File: src/rtl/grf_multiport.sv
// Purpose : parametrised CPU register file with NR bypassed read ports, one writeback port,
//           per-register pending scoreboard and a commit counter.
// Latency : reads 0 cycles (write-first bypass); writes visible in storage the cycle after commit.
// Backpressure: none, the block accepts a write and an issue every cycle.
//
// Ports:
//   clk, clr_n           clock; synchronous active-low clear of mem, pending, wr_cnt
//   pc                   PC of the writeback instruction, used only by the trace
//   we, a3, wd           writeback port (a3 == 0 is ignored)
//   ra / rd / rd_pend    NR read ports packed k*AW / k*DW / bit k
//   iss_v, iss_a         decode issue, marks iss_a as having an outstanding producer
//   wr_cnt               count of committed writes since reset, wraps at 2^32
//
// Optional build macro GRF_TRACE_EN: adds a cycle counter and prints one line per commit.
module grf_multiport #(
    parameter int          DW      = 32,
    parameter int          AW      = 5,
    parameter int          NR      = 2,
    parameter logic [31:0] PC_BASE = 32'h0000_3000
) (
    input  logic             clk,
    input  logic             clr_n,
    input  logic [31:0]      pc,
    input  logic             we,
    input  logic [AW-1:0]    a3,
    input  logic [DW-1:0]    wd,
    input  logic [NR*AW-1:0] ra,
    output logic [NR*DW-1:0] rd,
    output logic [NR-1:0]    rd_pend,
    input  logic             iss_v,
    input  logic [AW-1:0]    iss_a,
    output logic [31:0]      wr_cnt
);

    localparam int DEPTH = 1 << AW;

    // Power-up values are zero so reads before the first clear are well defined.
    logic [DW-1:0]    mem_q [DEPTH] = '{default: '0};
    logic [DW-1:0]    mem_d [DEPTH];
    logic [DEPTH-1:0] pend_q = '0;
    logic [DEPTH-1:0] pend_d;
    logic [31:0]      wr_cnt_q = '0;
    logic [31:0]      wr_cnt_d;

    logic commit;
    logic issue;

    // Register 0 is hard-wired: writes and issues to it are dropped here.
    assign commit = we && (a3 != '0);
    assign issue  = iss_v && (iss_a != '0);

    always_comb begin
        mem_d    = mem_q;
        pend_d   = pend_q;
        wr_cnt_d = wr_cnt_q;
        if (commit) begin
            mem_d[a3]    = wd;
            pend_d[a3]   = 1'b0;
            wr_cnt_d     = wr_cnt_q + 32'd1;
        end
        // Applied after the commit clear: a new producer issued in the same
        // cycle as the old one retires keeps the register pending.
        if (issue) begin
            pend_d[iss_a] = 1'b1;
        end
    end

    always_ff @(posedge clk) begin
        if (!clr_n) begin
            mem_q    <= '{default: '0};
            pend_q   <= '0;
            wr_cnt_q <= '0;
        end else begin
            mem_q    <= mem_d;
            pend_q   <= pend_d;
            wr_cnt_q <= wr_cnt_d;
        end
    end

    assign wr_cnt = wr_cnt_q;

    // Read ports: a same-cycle commit to the read address forwards wd and
    // also hides the pending bit, so data and hazard stay consistent.
    for (genvar k = 0; k < NR; k++) begin : g_rd
        logic [AW-1:0] ra_k;
        logic          hit;
        assign ra_k = ra[k*AW +: AW];
        assign hit  = we && (a3 == ra_k);
        assign rd[k*DW +: DW] = (ra_k == '0) ? '0 : (hit ? wd : mem_q[ra_k]);
        assign rd_pend[k]     = (ra_k != '0) && pend_q[ra_k] && !hit;
    end

`ifdef GRF_TRACE_EN
    logic [31:0] cyc_q = '0;
    logic [31:0] cyc_d;
    logic        unused_pc;

    assign cyc_d     = cyc_q + 32'd1;
    assign unused_pc = ^pc[31:12];

    always_ff @(posedge clk) begin
        if (!clr_n) begin
            cyc_q <= '0;
        end else begin
            cyc_q <= cyc_d;
            if (commit) begin
                $display("%d@%h: $%d <= %h", cyc_q, PC_BASE | {20'h0, pc[11:0]}, a3, wd);
            end
        end
    end
`else
    logic unused_pc;
    assign unused_pc = ^pc;
`endif

endmodule

File: config.mk
export PLATFORM = sky130hd
export DESIGN_NAME = grf_multiport
export DESIGN_NICKNAME = d
export VERILOG_FILES = /design/src/rtl/grf_multiport.sv
export SDC_FILE = /design/constraint.sdc
export NUM_CORES = 2
export LEC_CHECK = 0
export BUFFER_PORTS_ARGS = -buffer_cell sky130_fd_sc_hd__buf_2
export CAP_MARGIN = 20
export CORE_MARGIN = 2
export CORE_UTILIZATION = 46
export CTS_CLUSTER_DIAMETER = 50
export DETAILED_ROUTE_END_ITERATION = 6
export PLACE_DENSITY = 0.72
export SETUP_SLACK_MARGIN = 0.05
export SLEW_MARGIN = 0
export SYNTH_ARGS = -nofsm -noshare
export SYNTH_HDL_FRONTEND = slang
export SYNTH_SLANG_ARGS = --single-unit
File: constraint.sdc
create_clock -name clk -period 5.6 [get_ports clk]
set_clock_uncertainty 0.1 [all_clocks]
set_input_delay 1.12 -clock clk [delete_from_list [all_inputs] [get_ports clk]]
set_output_delay 1.12 -clock clk [all_outputs]
set_load 0.01 [all_outputs]
# Word level (Yosys, flattened, before mapping)
# Cells that the tools add are included.
# totals
register_bits	1088
in_bits	88
out_inout_bits	98
word_cells	95
# classes
add_sub_neg	1
magnitude_cmp	10
n_eq_ne	2
muxes	23
n_bitwise	6
reduce_logical	19
# ops
cell	count
1024-bit bitwise mux	1
32-bit 2-to-1 mux	11
32-bit binary-select mux with 5-bit select	2
32-bit demux with 5-bit select	1
32-bit by 1-bit adder with 32-bit output (second input constant)	1
32-bit AND	1
32-bit NOT	1
32-bit bitwise OR	1
5-bit by 6-bit < comparator with 1-bit output (second input constant)	4
5-bit nonzero test	4
6-bit >= comparator (second input constant)	3
5-bit NOT with 6-bit output	3
1-bit logical AND	11
1-bit binary-select mux with 5-bit select	2
1-bit demux with 5-bit select	2
5-bit equality test	2
5-bit by 1-bit >= comparator with 1-bit output (second input constant)	2
5-bit zero test	2
6-bit by 1-bit < comparator with 1-bit output (second input constant)	1
1-bit 2-to-1 mux	4
1-bit zero test	2

# Logic depth before layout (Yosys ltp)
# depth
ltp_word	9
depth_mapped	11
mapped_depth_nobuf	6

# Worst setup path before layout
# No wires, ideal clock.
# synth_timing
path_type	input to output
from	in ra[0]
to	out rd[10]
arrival_time_ns	2.766
t_required_ns	4.380
slack_ns	1.614
path_stages	7
path_buffers	3
path_cell_list	buf_6 buf_6 buf_2 mux4_2 a22oi_1 a21oi_1 a211o_1
# synth_between
elab_chain_len	6
word_cells_on_any_way	9
classes_between	eq/ne: 1; mux: 5; bitwise: 1; reduce/logical: 2
# synth_rtl
element	line	rtl
from (decl)	27	input logic [NR*AW-1:0] ra,
5-bit NOT with 6-bit output (not written as such)	89	assign rd[k*DW +: DW] = (ra_k == '0) ? '0 : (hit ? wd : mem_q[ra_k]);
32-bit binary-select mux with 5-bit select	89	
32-bit 2-to-1 mux (not written as such) (2 in series)	89	
32-bit 2-to-1 mux	89	
32-bit 2-to-1 mux (*)	89	
to (decl)	28	output logic [NR*DW-1:0] rd,
# Mark *: on every way between the ends. The rest lies on a longest branch, timed or not. The select of a mux whose other input is x is not followed.

# Worst setup path in the final report
# layout_timing
from	in ra[4]
to	out rd[30]
# The elaborated chain is that of the path after synthesis.

==> run metrics <==
Post-synth ARST share 0%; post-CTS sizing 0; gpl congestion about 0.98; Non-Filler Instances ~8000; CP Cell Sequence buf_2, inv_1, buf_4, nor2_1, a22oi_1, a21oi_1, nor3_1, nor2_1, buf_2; I/O Pins approximately 190; cell with the most instances after synthesis nand2_1; fmax approximately 180 MHz; final hold slack ~0.36 ns; CTS tree yes; Routed wire per std cell between 30 and 40 um; antenna violations before repair 33; fraction of layout cells with a size suffix above 1 between 15 and 20%; Worst Setup End Kind output pin; setup TNS 0 ns; register area share after synthesis ~37%; post-synth cell types 74; Layout Nets about 6300; clk sinks about 1100; global-route wire length before repair 347000 um; CP Depth 9; hold buffer count at cts 0; Overall Power between 15 and 20 mW; family with the most delay on the worst path buffers and inverters; DRT iter0 DRCs 9049; Post-CTS Setup Inserts 0; TritonCTS Buffers around 120; critical path data required time around 4.4 ns; status finished, violations left; Post-synth top flop dfxtp_1; WP data arrival ~4.2 ns; Die Y roughly 360 um; cell taking the most area after synthesis dfxtp_1; Yosys reg bits roughly 1100; Post-synth EDFFs 0; Setup Crit Path Kind input pin to output pin; Layout fillers 11196; CTS max path bufs 3; vias in the first global route 50174; post-layout minimum cycle time 5.41 ns; vias per inst roughly 6.7; Placed Cells 7771; die area around 0.13 mm2; Critical path buffers and inverters 4; Starting Density between 40% and 50%; dpl hpwl ~150000 um; H-tree Lvls 3; area delta synth->final 10.9%; Worst slew margin between 10% and 20%; RR Startpoint wr_cnt[3]$_SDFFE_PN0N_; Yosys top cell area share between 30% and 40%; RSZ-0062 raised after global routing no; failing checks DRC; Global Route Usage Sum 36.3%; FF-to-FF setup slack roughly 3.3 ns; max-slew violations 0; final hold vios 0; syn nets ~6500; largest net degree at the start of global routing about 180; r2r endpoint wr_cnt[29]$_SDFFE_PN0N_; critical path fanouts, max 13; Pwr Density about 280 mW/mm2; Setup crit end rd[30]; core footprint 0.126 mm2; total congestion overflow 0; Final ANT Viol Nets 0; Leak between 20 and 25 nW; Die W ~360 um; via count between 50000 and 60000; drt total wl 244000 um; Site Rows 130; port bufs approximately 150; Synth top cells by count nand2_1, dfxtp_1, a21boi_0; CP max-delay cell nor2_1; crit-path max cell delay ~0.80 ns; Clk Latency, worst-skew pair about 0.75 ns; Final setup viols 0; clock root cell clkbuf_16; period utilisation layout roughly 97%; HP Class flop to flop; Max Cap Viol 0; Syn Inst Count 6423; Yosys warnings 0; Area contributors post-synth dfxtp_1, mux4_2, nand2_1, a21boi_0, mux2i_1; Worst-path clk slew roughly 0.06 ns; worst slew pin tran approximately 1.2 ns; reg2reg path depth 6; first-pass iteration count of the detailed router 7; average cell area after synthesis 9.08 um2; Mapped Area 0.0583 mm2; worst setup path startpoint ra[4]; DRC Markers 7; Setup crit start kind input pin; Worst VDD drop around 0.00027 V
==> tightest hold or removal path: stages (launching register included) <==
cell and delay [ns]:
dfxtp_1 0.31, nand2_1 0.05, a21boi_1 0.05
==> area by class of cell <==
class,instances,area (um2),area share [%]
multi-input cells,4666,33800,52.2
repair buffers,358,2700,4.17
clock buffers,179,3570,5.52
inverters,10,37.5,0.0580
diodes,15,37.5,0.0580
clock inverters,47,727,1.12
well taps,1650,2060,3.19
flip-flops and latches,1088,21800,33.7
==> logic make-up after synthesis <==
family / Yosys count / synth area share, %
AO/OA/AOI/OAI: 1494 / 19.0
buffers and inverters: 669 / 5.41
adder cells (fa/ha/maj): 1 / 0.0214
AND/OR/NAND/NOR: 2465 / 17.0
multiplexers: 671 / 20.7
flip-flops: 1088 / 37.3
XOR/XNOR: 35 / 0.525
==> registers in the layout (all words and copies together) (netlist names) <==
register	flops
mem_q	1024
pend_q	32
wr_cnt	32
==> cell usage in the layout (no fill, tap or decap), types with 72 or more instances in the layout <==
cell type and count:
mux4_2 429, a22oi_1 108, mux2i_1 240, a21boi_1 146
buf_2 145, a21boi_0 852, o22ai_1 73, and2_1 72
nor2_1 90, dfxtp_1 1088, nand2_1 2056, clkbuf_16 124
buf_4 181
==> per-stage QoR <==
stage / area, um2 / utilization (%) / worst slack (ns)
detailed placement: 60300 / 48.0 / 0.541
CTS: 64600 / 51.4 / 0.530
global placement: 60300 / 48.0 / 0.523
global route: 64700 / 51.4 / 0.417
finish: 64700 / 51.5 / 0.186
floorplan: 58300 / - / 1.61
==> report_power, final <==
| part | internal (mW) | total (mW) | leakage (nW) | switching, mW |
|---|---|---|---|---|
| logic | 0.583 | 1.78 | 10.8 | 1.20 |
| registers | 7.80 | 7.84 | 8.77 | 0.0419 |
| clock network | 5.04 | 8.61 | 2.10 | 3.57 |
==> how the worst min path moves through the flow <==
stage | endpoint | slack, ns | startpoint | depth (start not counted)
6_report | mem_q[820]$_SDFFE_PN0P_ | 0.36 | mem_q[820]$_SDFFE_PN0P_ | 2
5_1_grt | mem_q[619]$_SDFFE_PN0P_ | 0.38 | mem_q[619]$_SDFFE_PN0P_ | 2
4_1_cts | mem_q[657]$_SDFFE_PN0P_ | 0.36 | mem_q[657]$_SDFFE_PN0P_ | 2
3_5_place_dp | mem_q[657]$_SDFFE_PN0P_ | 0.36 | mem_q[657]$_SDFFE_PN0P_ | 2
3_3_place_gp | mem_q[732]$_SDFFE_PN0P_ | 0.35 | mem_q[732]$_SDFFE_PN0P_ | 2
2_1_floorplan | mem_q[687]$_SDFFE_PN0P_ | 0.34 | mem_q[687]$_SDFFE_PN0P_ | 2
==> routing by layer <==
layer | share of wire (%) | GRT usage, %
met3 | 17 | 15.5
met4 | 8.1 | 24.7
met2 | 40 | 50.1
met1 | 35 | 45.8
met5 | 0.093 | 0.111
Power figures use the tool's default switching activity.
